**src/rtl/cpu_ctrl_pkg.sv**
```systemverilog
// Shared encodings for the multicycle CPU controller: states, opcodes,
// memory commands and strobe bit positions.
package cpu_ctrl_pkg;

    // Outputs decode from state alone, so instruction-dependent strobes get their own states.
    typedef enum logic [4:0] {
        S_RST, S_IF1, S_IF2, S_UPD_PC, S_DEC, S_GETA, S_GETB, S_EXEC, S_EXEC_A,
        S_CMP, S_ADDR, S_LDA, S_MEM_RD, S_GETD, S_PASSD, S_MEM_WR,
        S_WR_REG, S_WR_IMM, S_WR_LDR, S_ILL, S_HALTED
    } state_t;

    localparam logic [2:0] OPC_MOV  = 3'b110;
    localparam logic [2:0] OPC_ALU  = 3'b101;
    localparam logic [2:0] OPC_LDR  = 3'b011;
    localparam logic [2:0] OPC_STR  = 3'b100;
    localparam logic [2:0] OPC_HALT = 3'b111;

    localparam logic [1:0] OP_MOV_IMM = 2'b10;
    localparam logic [1:0] OP_MOV_REG = 2'b00;
    localparam logic [1:0] OP_CMP     = 2'b01;
    localparam logic [1:0] OP_MVN     = 2'b11;

    localparam logic [1:0] MNONE  = 2'b00;
    localparam logic [1:0] MREAD  = 2'b01;
    localparam logic [1:0] MWRITE = 2'b10;

    localparam logic [1:0] NSEL_RN   = 2'b00;
    localparam logic [1:0] NSEL_RD   = 2'b01;
    localparam logic [1:0] NSEL_RM   = 2'b10;
    localparam logic [1:0] NSEL_NONE = 2'b11;

    localparam logic [1:0] VSEL_C     = 2'b00;
    localparam logic [1:0] VSEL_IMM   = 2'b10;
    localparam logic [1:0] VSEL_MDATA = 2'b11;

    localparam int DP_LOADA   = 8;
    localparam int DP_LOADB   = 7;
    localparam int DP_LOADC   = 6;
    localparam int DP_LOADS   = 5;
    localparam int DP_ASEL    = 4;
    localparam int DP_BSEL    = 3;
    localparam int DP_VSEL_HI = 2;
    localparam int DP_VSEL_LO = 1;
    localparam int DP_WRITE   = 0;

    localparam int TOP_LOAD_PC  = 3;
    localparam int TOP_LOAD_IR  = 2;
    localparam int TOP_RESET_PC = 1;
    localparam int TOP_ADDR_SEL = 0;

endpackage

```
**src/rtl/fsm_control_p_mem_wait_cnt.sv**
```systemverilog
// Memory wait-state counter shared by instruction fetch and data read;
// done is raised in the last cycle of a MEM_RD_LAT-cycle read.
module mem_wait_cnt #(
    parameter int unsigned MEM_RD_LAT = 1
) (
    input  logic clk,
    input  logic reset,
    input  logic clear,
    input  logic enable,
    output logic done
);

    logic [3:0] cnt_reg;

    always_ff @(posedge clk or negedge reset) begin
        if (!reset) begin
            cnt_reg <= '0;
        end else if (clear) begin
            cnt_reg <= '0;
        end else if (enable) begin
            cnt_reg <= cnt_reg + 4'd1;
        end
    end

    assign done = (cnt_reg == 4'(MEM_RD_LAT - 1));

endmodule

```
**src/rtl/fsm_control_p.sv**
```systemverilog
// Parametrised multicycle instruction controller (Moore FSM).
// Define FSM_INSTR_CNT_EN to add the retired-instruction counter port instr_cnt.
module fsm_control_p
    import cpu_ctrl_pkg::*;
#(
    parameter int unsigned MEM_RD_LAT = 1,
    parameter int unsigned CNT_W      = 16
) (
    input  logic       clk,
    input  logic       reset,
    input  logic [2:0] opcode,
    input  logic [1:0] op,
    output logic [8:0] dp_ctrl,
    output logic [1:0] nsel,
    output logic [3:0] top_ctrl,
    output logic       load_addr,
    output logic [1:0] mem_cmd,
    output logic       w,
    output logic       halted,
    output logic       illegal
`ifdef FSM_INSTR_CNT_EN
    ,
    output logic [CNT_W-1:0] instr_cnt
`endif
);

    state_t state_reg;
    logic   wait_done;

    wire is_mov_imm = (opcode == OPC_MOV) && (op == OP_MOV_IMM);
    wire is_b_only  = ((opcode == OPC_MOV) && (op == OP_MOV_REG)) ||
                      ((opcode == OPC_ALU) && (op == OP_MVN));
    wire is_mem     = (opcode == OPC_LDR) || (opcode == OPC_STR);

    mem_wait_cnt #(.MEM_RD_LAT(MEM_RD_LAT)) u_wait (
        .clk    (clk),
        .reset  (reset),
        .clear  ((state_reg == S_IF1) || (state_reg == S_LDA)),
        .enable ((state_reg == S_IF2) || (state_reg == S_MEM_RD)),
        .done   (wait_done)
    );

    always_ff @(posedge clk or negedge reset) begin
        if (!reset) begin
            state_reg <= S_RST;
        end else begin
            case (state_reg)
                S_RST:    state_reg <= S_IF1;
                S_IF1:    state_reg <= S_IF2;
                S_IF2:    if (wait_done) state_reg <= S_UPD_PC;
                S_UPD_PC: state_reg <= S_DEC;
                S_DEC: begin
                    if (is_mov_imm)                           state_reg <= S_WR_IMM;
                    else if (is_b_only)                       state_reg <= S_GETB;
                    else if ((opcode == OPC_ALU) || is_mem)   state_reg <= S_GETA;
                    else if (opcode == OPC_HALT)              state_reg <= S_HALTED;
                    else                                      state_reg <= S_ILL;
                end
                S_GETA:   state_reg <= is_mem ? S_ADDR : S_GETB;
                S_GETB: begin
                    if ((opcode == OPC_ALU) && (op == OP_CMP)) state_reg <= S_CMP;
                    else if (is_b_only)                        state_reg <= S_EXEC_A;
                    else                                       state_reg <= S_EXEC;
                end
                S_EXEC, S_EXEC_A: state_reg <= S_WR_REG;
                S_ADDR:   state_reg <= S_LDA;
                S_LDA:    state_reg <= (opcode == OPC_LDR) ? S_MEM_RD : S_GETD;
                S_MEM_RD: if (wait_done) state_reg <= S_WR_LDR;
                S_GETD:   state_reg <= S_PASSD;
                S_PASSD:  state_reg <= S_MEM_WR;
                S_CMP, S_MEM_WR, S_WR_REG, S_WR_IMM, S_WR_LDR, S_ILL: state_reg <= S_IF1;
                S_HALTED: state_reg <= S_HALTED;
                default:  state_reg <= S_RST;
            endcase
        end
    end

`ifdef FSM_INSTR_CNT_EN
    logic [CNT_W-1:0] instr_cnt_reg;

    // Every state listed here leaves unconditionally for IF1, i.e. an instruction retires.
    always_ff @(posedge clk or negedge reset) begin
        if (!reset) begin
            instr_cnt_reg <= '0;
        end else if (state_reg inside {S_CMP, S_MEM_WR, S_WR_REG, S_WR_IMM, S_WR_LDR, S_ILL}) begin
            instr_cnt_reg <= instr_cnt_reg + 1'b1;
        end
    end

    assign instr_cnt = instr_cnt_reg;
`else
    if (CNT_W == 0) begin : g_no_cnt
    end
`endif

    always_comb begin
        dp_ctrl   = '0;
        nsel      = NSEL_NONE;
        top_ctrl  = '0;
        load_addr = 1'b0;
        mem_cmd   = MNONE;
        w         = 1'b0;
        halted    = 1'b0;
        illegal   = 1'b0;
        case (state_reg)
            S_RST: begin
                top_ctrl[TOP_LOAD_PC]  = 1'b1;
                top_ctrl[TOP_RESET_PC] = 1'b1;
                w = 1'b1;
            end
            S_IF1: begin
                top_ctrl[TOP_ADDR_SEL] = 1'b1;
                mem_cmd = MREAD;
                w = 1'b1;
            end
            S_IF2: begin
                top_ctrl[TOP_ADDR_SEL] = 1'b1;
                top_ctrl[TOP_LOAD_IR]  = 1'b1;
                mem_cmd = MREAD;
                w = 1'b1;
            end
            S_UPD_PC: begin
                top_ctrl[TOP_LOAD_PC] = 1'b1;
                w = 1'b1;
            end
            S_GETA: begin
                dp_ctrl[DP_LOADA] = 1'b1;
                nsel = NSEL_RN;
            end
            S_GETB: begin
                dp_ctrl[DP_LOADB] = 1'b1;
                nsel = NSEL_RM;
            end
            S_EXEC:   dp_ctrl[DP_LOADC] = 1'b1;
            S_EXEC_A: begin
                dp_ctrl[DP_LOADC] = 1'b1;
                dp_ctrl[DP_ASEL]  = 1'b1;
            end
            S_CMP:    dp_ctrl[DP_LOADS] = 1'b1;
            S_ADDR: begin
                dp_ctrl[DP_LOADC] = 1'b1;
                dp_ctrl[DP_BSEL]  = 1'b1;
            end
            S_LDA:    load_addr = 1'b1;
            S_MEM_RD: mem_cmd = MREAD;
            S_GETD: begin
                dp_ctrl[DP_LOADB] = 1'b1;
                nsel = NSEL_RD;
            end
            S_PASSD: begin
                dp_ctrl[DP_LOADC] = 1'b1;
                dp_ctrl[DP_ASEL]  = 1'b1;
            end
            S_MEM_WR: mem_cmd = MWRITE;
            S_WR_REG: begin
                dp_ctrl[DP_VSEL_HI:DP_VSEL_LO] = VSEL_C;
                dp_ctrl[DP_WRITE] = 1'b1;
                nsel = NSEL_RD;
            end
            S_WR_IMM: begin
                dp_ctrl[DP_VSEL_HI:DP_VSEL_LO] = VSEL_IMM;
                dp_ctrl[DP_WRITE] = 1'b1;
                nsel = NSEL_RN;
            end
            S_WR_LDR: begin
                dp_ctrl[DP_VSEL_HI:DP_VSEL_LO] = VSEL_MDATA;
                dp_ctrl[DP_WRITE] = 1'b1;
                nsel = NSEL_RD;
                mem_cmd = MREAD;
            end
            S_ILL:    illegal = 1'b1;
            S_HALTED: halted = 1'b1;
            default: ;
        endcase
    end

endmodule

```
**config.mk**
```make
export PLATFORM = sky130hd
export DESIGN_NAME = fsm_control_p
export DESIGN_NICKNAME = d
export VERILOG_FILES = /design/src/rtl/cpu_ctrl_pkg.sv /design/src/rtl/fsm_control_p_mem_wait_cnt.sv /design/src/rtl/fsm_control_p.sv
export SDC_FILE = /design/constraint.sdc
export NUM_CORES = 1
export LEC_CHECK = 0
export ABC_AREA = 0
export ABC_CLOCK_PERIOD_IN_PS = 3400
export BUFFER_PORTS_ARGS = -buffer_cell sky130_fd_sc_hd__buf_2
export CAP_MARGIN = 20
export CORE_MARGIN = 1.5
export CORE_UTILIZATION = 58
export CTS_BUF_LIST = sky130_fd_sc_hd__clkbuf_8
export DETAILED_ROUTE_END_ITERATION = 7
export PLACE_DENSITY_LB_ADDON = 0.12
export SYNTH_ARGS = -nofsm -noshare
export SYNTH_HDL_FRONTEND = slang
export SYNTH_SLANG_ARGS = --single-unit
```
**constraint.sdc**
```tcl
create_clock -name clk -period 3.4 [get_ports clk]
set_input_delay 0.34 -clock clk [delete_from_list [all_inputs] [get_ports clk]]
set_output_delay 0.34 -clock clk [all_outputs]
set_load 0.005 [all_outputs]
```
## Yosys cells after proc, flatten, opt, wreduce, memory -nomap -nowiden

Index checks and enable logic that the tools add are counted.

| storage, ports and cells | value |
|---|---|
| bits in registers | 9 |
| input bits | 7 |
| logic and storage cells | 88 |

| operators by class | value |
|---|---|
| reductions and logical operators | 25 |
| add/subtract/negate cells | 1 |
| eq/ne operators | 30 |
| multiplexer cells | 30 |

Operator list:

| cell | count |
|---|---|
| $pmux W5 S14 | 1 |
| $eq A5 B4 Y1 const B | 8 |
| $eq A5 B5 Y1 const B | 5 |
| $mux W5 | 5 |
| $eq A5 B3 Y1 const B | 4 |
| $mux W4 | 5 |
| $mux W1 | 15 |
| $eq A3 B3 Y1 const B | 4 |
| $reduce_or A2 Y1 | 6 |
| $reduce_or A4 Y1 | 3 |
| $eq A5 B2 Y1 const B | 2 |
| $pmux W3 S3 | 1 |
| $reduce_or A7 Y1 | 1 |
| $pmux W2 S3 | 1 |
| $eq A5 B1 Y1 const B | 1 |
| $logic_not A5 Y1 | 1 |
| $logic_or A1 B1 Y1 | 5 |
| $add A4 B1 Y4 const B | 1 |
| $eq A2 B2 Y1 const B | 2 |
| $logic_and A1 B1 Y1 | 4 |
| $logic_not A4 Y1 | 1 |
| $ne A2 B1 Y1 const B | 2 |
| $pmux W2 S2 | 1 |
| $eq A3 B2 Y1 const B | 1 |
| 6 further kinds | 6 |

## Longest topological paths before layout

Gate-level depths: netlist of run 1.

| logic depth | value |
|---|---|
| depth after elaboration | 7 |
| gate-level depth with buffers | 6 |
| depth with buffers taken out | 6 |

## Hierarchy

From an unflattened synthesis of run 1, not the netlist that was laid out.

| unflattened totals | value |
|---|---|
| cell total of the unflattened synthesis | 152 |
| area total of the unflattened synthesis | 1124.8 um^2 |

Modules (own cells, without submodules):

| module | sequential area each (um^2) | cells an instance | times used | area each (um^2) |
|---|---|---|---|---|
| fsm_control_p | 125.1 | 132 | 1 | 904.6 |
| mem_wait_cnt | 100.1 | 20 | 1 | 220.2 |

## Worst setup path before layout of run 1

No wires, ideal clock.

| timing path | value |
|---|---|
| path type | register to output |
| start | register state_reg[3] |
| end | output dp_ctrl[7] |
| stages on the path, launching flop included | 6 |
| data required time | 3.060 ns |
| arrival time | 1.222 ns |
| setup slack | 1.838 ns |
| path through | dfrtp_1 -> buf_2 -> buf_2 -> or2_1 -> mux2_2 -> nor2_1 |

| on the way | value |
|---|---|
| word-level cells in the longest chain between the ends | 3 |
| elaborated cells on any way between the ends | 4 |
| those cells by class | eq/ne: 2; mux: 1; reduce/logical: 1 |

RTL lines:

| item | RTL line | text |
|---|---|---|
| start: declaration | fsm_control_p.sv:27 | `state_t state_reg;` |
| start signal: assignment | fsm_control_p.sv:59 | `S_GETA: state_reg <= is_mem ? S_ADDR : S_GETB;` |
| start signal: assignment | fsm_control_p.sv:67 | `S_LDA: state_reg <= (opcode == OPC_LDR) ? S_MEM_RD : S_GETD;` |
| $eq A5 B4 Y1 / $eq A5 B3 Y1 (equally long branches) | fsm_control_p.sv:105 | `case (state_reg)` |
| $reduce_or A2 Y1 (no source line) (*) | - |  |
| $mux W1 (*) | fsm_control_p.sv:105 |  |
| end: declaration | fsm_control_p.sv:13 | `output logic [8:0] dp_ctrl,` |

Every way passes the cells marked *; elsewhere a longest branch is shown, timed or not.

## Final worst setup path of run 1

| timing path | value |
|---|---|
| start | register state_reg[4] |
| end | output top_ctrl[3] |

| on the way | value |
|---|---|
| word-level cells in the longest chain between the ends | 3 |
| elaborated cells on any way between the ends | 4 |
| those cells by class | eq/ne: 1; mux: 1; reduce/logical: 2 |

RTL lines:

| item | RTL line | text |
|---|---|---|
| $eq A5 B2 Y1 / $logic_not A5 Y1 (equally long branches) | fsm_control_p.sv:105 |  |
| $reduce_or A2 Y1 (no source line) (*) | - |  |
| $mux W1 (*) | fsm_control_p.sv:105 |  |
| end: declaration | fsm_control_p.sv:15 | `output logic [3:0] top_ctrl,` |

Marks and branches as above.

==> flow_summary.yaml, run 1 <==
sta:
  fmax_ghz: 0.462
  skew_ns: 0.00233
  maxSlewHeadroom: 0.503
  hold_viol_final: 0
  final.setup.tns_ns: 0
  setup-violations-final: 0
  worst_pin_slew_ns: 0.745
  slew_violations: 0
  rsz0062_at_grt: "false"
  fin_crit_sh: 0.637
  period_needed_ns: 2.17
placement:
  hpwl_um: 2110
  gp_routability_congestion: 0.908
  io_buffers: 27
  dpl_cell_area_um2: 1230
run_status:
  status: "complete, no violations"
route:
  via_per_inst: 6.27
  first_pass_iters: 5
  wire_per_inst_um: 14.8
  route.detailed.drc: 0
  drt-total-wl_um: 2840
  drt_iter0_drc: 36
  vias: 1204
  ant_nets: 0
pwr:
  internal_power_mw: 0.531
  comb_power_share: 0.632
  swShare: 0.505
  pwr-share-seq: 0.259
  pwr-share-clk: 0.109
  cellLeakagePower_nw: 0.607
  ir_worst_vdd_uv: 741
  total_power_mw: 1.07
  p_per_area_nw_per_um2: 832
  p_sw_mw: 0.541
logic_synthesis:
  yosysWarnings: 0
  yosysSeqAreaShare: 0.197
  syn_inst: 147
  synth-seq-cells: 9
  syn-num-nets: 156
  avgSynthCellArea_um2: 7.80
  postSynth.topFlopCell: "dfrtp_1"
  netlist_area_um2: 1150
  netlist-cell-type-count: 51
  async_flop_share: 1.00
  synth_edf_count: 0
worst_setup_path:
  r2r_end: "state_reg[0]"
  r2r-start: "state_reg[4]"
  reg2regPathDepth: 4
  r2r_slack_ns: 1.58
  critPathMaxFanout: 25
  crit_path_start_kind: "flip-flop"
  worstPathRequired_ns: 3.06
  worst_ep_arrival_time_ns: 1.83
  critPathKind: "reg2out"
  crit_path_end_kind: "primary output"
cts:
  hold_buffers: 1
  cts_resized: 0
  cts.htree.levels: 1
  clockBufferDepth: 2
  cts_setup_buffers: 0
  cts_tree: "yes"
  clkSinkCount: 9
  cts_made_buffers: 3
  cts-root-buf: "clkbuf_8"
  clkLatencyLatePin_ns: 0.23
  cts.clk_slew.worst_paths_ns: 0.04
grt:
  grt_max_degree: 26
  grt_overflow: 0
  grt_pass1_wl_um: 4200
  grt_pass1_vias: 936
  antenna_found_initial: 0
  track_usage: 0.266
cells_and_area:
  final_layout_size_suffix_gt1_frac: 0.240
  n_antenna_cell: 0
  fin_nets: 177
  final-seq-area_um2: 225
  post-route-util: 0.722
  fillers: 148
  multi_input_area_um2: 811
  syn_to_final_growth_pct: 12.3
  largest_register_ffs: 5
  design_area_um2: 1290
min_path:
  hp-class: "in2async"
flow_run:
  drv_cap: 0
floorplan:
  fp.dieArea_um2: 2250
  row_count: 15
  ios: 28
  die_y_um: 47.5
  fp.coreArea_um2: 1780
  die-width_um: 47.5
  initial_core_util: 0.643
cells in the final DEF, fill, tap and decap left out, drive strengths merged, types with 3 or more instances in the layout:
cell type,Yosys,layout
nor3b,3,3
and3,4,4
nor3,7,7
nor2,18,18
inv,8,9
nand2,15,15
buf,11,27
and3b,3,3
xnor2,3,3
mux2i,3,3
nand2b,5,5
a21oi,6,6
clkbuf,1,3
nor2b,3,3
o211ai,3,3
dfrtp,9,9
o21ai,6,6
per-stage QoR:
step,hold slack [ns],setup WS [ns],instances
6_report,0.518,1.23,192
5_1_grt,0.526,1.09,192
4_1_cts,0.492,1.26,192
3_5_place_dp,0.193,1.51,187
3_3_place_gp,0.190,1.56,187
2_1_floorplan,0.0444,1.84,147
worst max-delay path by stage:
| stage | start | to | slack (ns) |
|---|---|---|---|
| 5_1_grt | state_reg[4] | top_ctrl[3] | 1.09 |
| 6_report | state_reg[4] | top_ctrl[3] | 1.23 |
| 2_1_floorplan | state_reg[3] | dp_ctrl[7] | 1.84 |
| 3_3_place_gp | state_reg[4] | top_ctrl[3] | 1.56 |
| 4_1_cts | state_reg[4] | top_ctrl[3] | 1.26 |
| 3_5_place_dp | state_reg[4] | top_ctrl[3] | 1.51 |
layout make-up:
class	instances	share of cell area
Clock inverter	1	0.00292
Clock buffer	3	0.0321
Timing Repair Buffer	28	0.113
Multi-Input combinational cell	118	0.630
Tap cell	25	0.0243
Sequential cell	9	0.175
Inverter	8	0.0233
cell families (layout without fill, tap and decap cells):
group	after synthesis	in the layout	synth area share
compound gates	39	39	0.278
xor+xnor	5	5	0.0382
fa+ha+maj	2	2	0.0218
buf+inv	20	40	0.0961
flops	9	9	0.197
mux	5	5	0.0459
simple gates	67	67	0.323
critical path, stage by stage (launching register included):
cell     delay, ns
dfrtp_1       0.82
inv_1         0.27
nand2_1       0.19
inv_1         0.06
and3_1        0.14
buf_2         0.12
power groups by stage:
stage,combinational (mW),clock [mW],sequential [mW]
global placement,0.651,0,0.270
detailed placement,0.670,0,0.277
global route,0.748,0.126,0.291
floorplan,0.601,0,0.181
finish,0.677,0.117,0.277
CTS,0.675,0.118,0.275
routing by layer:
| layer | vias to the layer above | routed length, µm | GRT usage |
|---|---|---|---|
| li1 | 580 | - | - |
| met1 | 545 | 1180 | 0.364 |
| met2 | 71 | 1370 | 0.416 |
| met3 | 8 | 259 | 0.0604 |
| met4 | 0 | 35 | 0.0889 |
| met5 | - | 0 | 0 |
synthesized netlist by cell type, drive strengths merged, types with 2 or more instances:
library cell  instances  share of area
a21oi                 6          0.026
and2                  2          0.011
and3                  4          0.022
and3b                 3          0.024
buf                  11          0.067
dfrtp                 9           0.20
ha                    2          0.022
inv                   8          0.026
mux2                  2          0.020
mux2i                 3          0.026
nand2                15          0.049
nand2b                5          0.027
nor2                 18          0.059
nor2b                 3          0.016
nor3                  7          0.031
nor3b                 3          0.024
o211ai                3          0.020
o21a                  2          0.013
o21ai                 6          0.029
o22ai                 2          0.011
o311ai                2          0.015
o31ai                 2          0.013
o32ai                 2          0.015
o41ai                 2          0.015
or2                   2          0.011
xnor2                 3          0.023
xor2                  2          0.015
Note: power is estimated with default switching activity, not from simulation.
==> run 2, diff against run 1 <==
Settings changed: ABC_CLOCK_PERIOD_IN_PS 3400 to 2050, CORE_UTILIZATION 58 to 55.
Clock period 3.4 ns to 2.05 ns, I/O delays scaled along.
==> run 2 against run 1 <==
Compared with the run above:
- first-iteration DRC count rose by 14%
- largest cell class unchanged
- power is 67% higher
- sequential cell count unchanged
- clock skew grew 0.0038 ns
- sequential power increased by 62%
- via count fell by 0.83%
- critical path depth is the same
==> flow_summary.yaml, run 2 (same netlist as run 1, synthesis figures left out) <==
min_path:
  hp-class: "in2async"
route:
  ant_nets: 0
  drt_iter0_drc: 41
  wire_per_inst_um: 14.3
  drt-total-wl_um: 2800
  vias: 1194
  first_pass_iters: 4
  via_per_inst: 6.12
  route.detailed.drc: 0
cts:
  cts-root-buf: "clkbuf_8"
  cts.clk_slew.worst_paths_ns: 0.05
  cts_made_buffers: 3
  clkSinkCount: 9
  cts_setup_buffers: 0
  cts.htree.levels: 1
  clockBufferDepth: 2
  clkLatencyLatePin_ns: 0.24
  cts_tree: "yes"
placement:
  dpl_cell_area_um2: 1240
  hpwl_um: 2090
  post-place-ws_ns: 0.356
  gp_routability_congestion: 0.899
  io_buffers: 27
worst_setup_path:
  cp_slowest_stage_delay_ns: 0.64
  crit_family: "flip-flops"
  crit_path_start_kind: "flip-flop"
  worstPathRequired_ns: 1.85
  critPathMaxFanout: 16
  worst_ep_arrival_time_ns: 1.69
  critPathKind: "reg2out"
  path_buf_inv: 1
  crit_path_end_kind: "primary output"
  crit_path_top_delay_cell: "dfrtp_1"
  worstPathCellList: "and2b_1 > mux2i_1 > o22a_1 > nor2_1 > buf_2"
cells_and_area:
  final_common_cell: "buf_2"
  final_layout_size_suffix_gt1_frac: 0.256
  largest_register_ffs: 5
  n_antenna_cell: 0
  final_cell_mix: "buf_2 (27), nor2_1 (18), nand2_1 (15), inv_1 (8), dfrtp_1 (8)"
  syn_to_final_growth_pct: 13.4
  fin_nets: 178
  design_area_um2: 1300
grt:
  grt_max_degree: 20
  grt_overflow: 0
  antenna_found_initial: 0
  grt_pass1_wl_um: 4860
  track_usage: 0.261
  grt_pass1_vias: 1068
sta:
  setup-violations-final: 0
  final.setup.tns_ns: 0
  worst_pin_slew_ns: 0.582
  fmax_ghz: 0.529
  holdWs_ns: 0.336
  slew_violations: 0
  rsz0062_at_grt: "false"
  fin_crit_sh: 0.922
  hold_viol_final: 0
  period_needed_ns: 1.89
  skew_ns: 0.00616
  setup_ws_ns: 0.160
  maxSlewHeadroom: 0.612
floorplan:
  ios: 28
  fp.dieArea_um2: 2370
  fp.coreArea_um2: 1960
  die_y_um: 48.7
  row_count: 16
  initial_core_util: 0.584
  die-width_um: 48.7
pwr:
  ir_worst_vdd_uv: 930
  p_per_area_nw_per_um2: 1380
  cellLeakagePower_nw: 0.609
run_status:
  status: "complete, no violations"
flow_run:
  drv_cap: 0
==> run 2: cell count changes in the layout (fill, tap and decap cells not counted), sizes merged <==
cell    before  now
inv          9    8
buf         27   28
clkinv       0    1
==> run 2: path summary, 6_finish.rpt <==
| kind | start | to | slack (ns) | depth (start not counted) |
|---|---|---|---|---|
| max | state_reg[2] | dp_ctrl[6] | 0.16 | 5 |
| min | reset | state_reg[0] | 0.34 | 2 |
| max reg2reg | state_reg[0] | state_reg[0] | 0.32 | 4 |
| min reg2reg | u_wait.cnt_reg[3] | u_wait.cnt_reg[3] | 0.60 | 2 |
| max in group asynchronous | reset | state_reg[3] | 1.52 | 2 |
| min in group clk | opcode[2] | state_reg[4] | 0.46 | 3 |
==> run 2: timing repair <==
action	4_1_cts	5_1_grt
hold buffers	1	0
endpoints found under the setup margin	0	2
hold endpoints to repair	9	0
gates resized for setup	0	1
==> run 2: stage by stage <==
step / utilization / std cells / power [mW]
after global routing: 0.663 / 195 / 1.96
after global placement: 0.633 / 190 / 1.53
final: 0.663 / 195 / 1.79
after detailed placement: 0.633 / 190 / 1.56
after floorplan: - / 147 / 1.30
after CTS: 0.662 / 195 / 1.78
==> run 2: cell type report <==
| type | instances | area, µm² |
|---|---|---|
| fillers | 207 | 662 |
| clock inverters | 1 | 5.00 |
| inverters | 8 | 30.0 |
| clock buffers | 3 | 41.3 |
| flip-flops and latches | 9 | 226 |
| multi-input cells | 118 | 811 |
| repair buffers | 29 | 153 |
| well taps | 27 | 33.8 |
==> run 2: metal layers <==
layer	routed length [µm]	part of all wire	vias to the layer above	global-route usage
li1	-	-	576	-
met1	1300	0.47	561	0.347
met2	1300	0.47	51	0.406
met3	132	0.047	6	0.0401
met4	59	0.021	0	0.138
met5	0	0	-	0
==> run 2: power by group <==
part	internal (mW)	switching (mW)	total, mW
clock network	0.133	0.0800	0.213
logic	0.512	0.619	1.13
registers	0.246	0.203	0.449
total	0.891	0.902	1.79
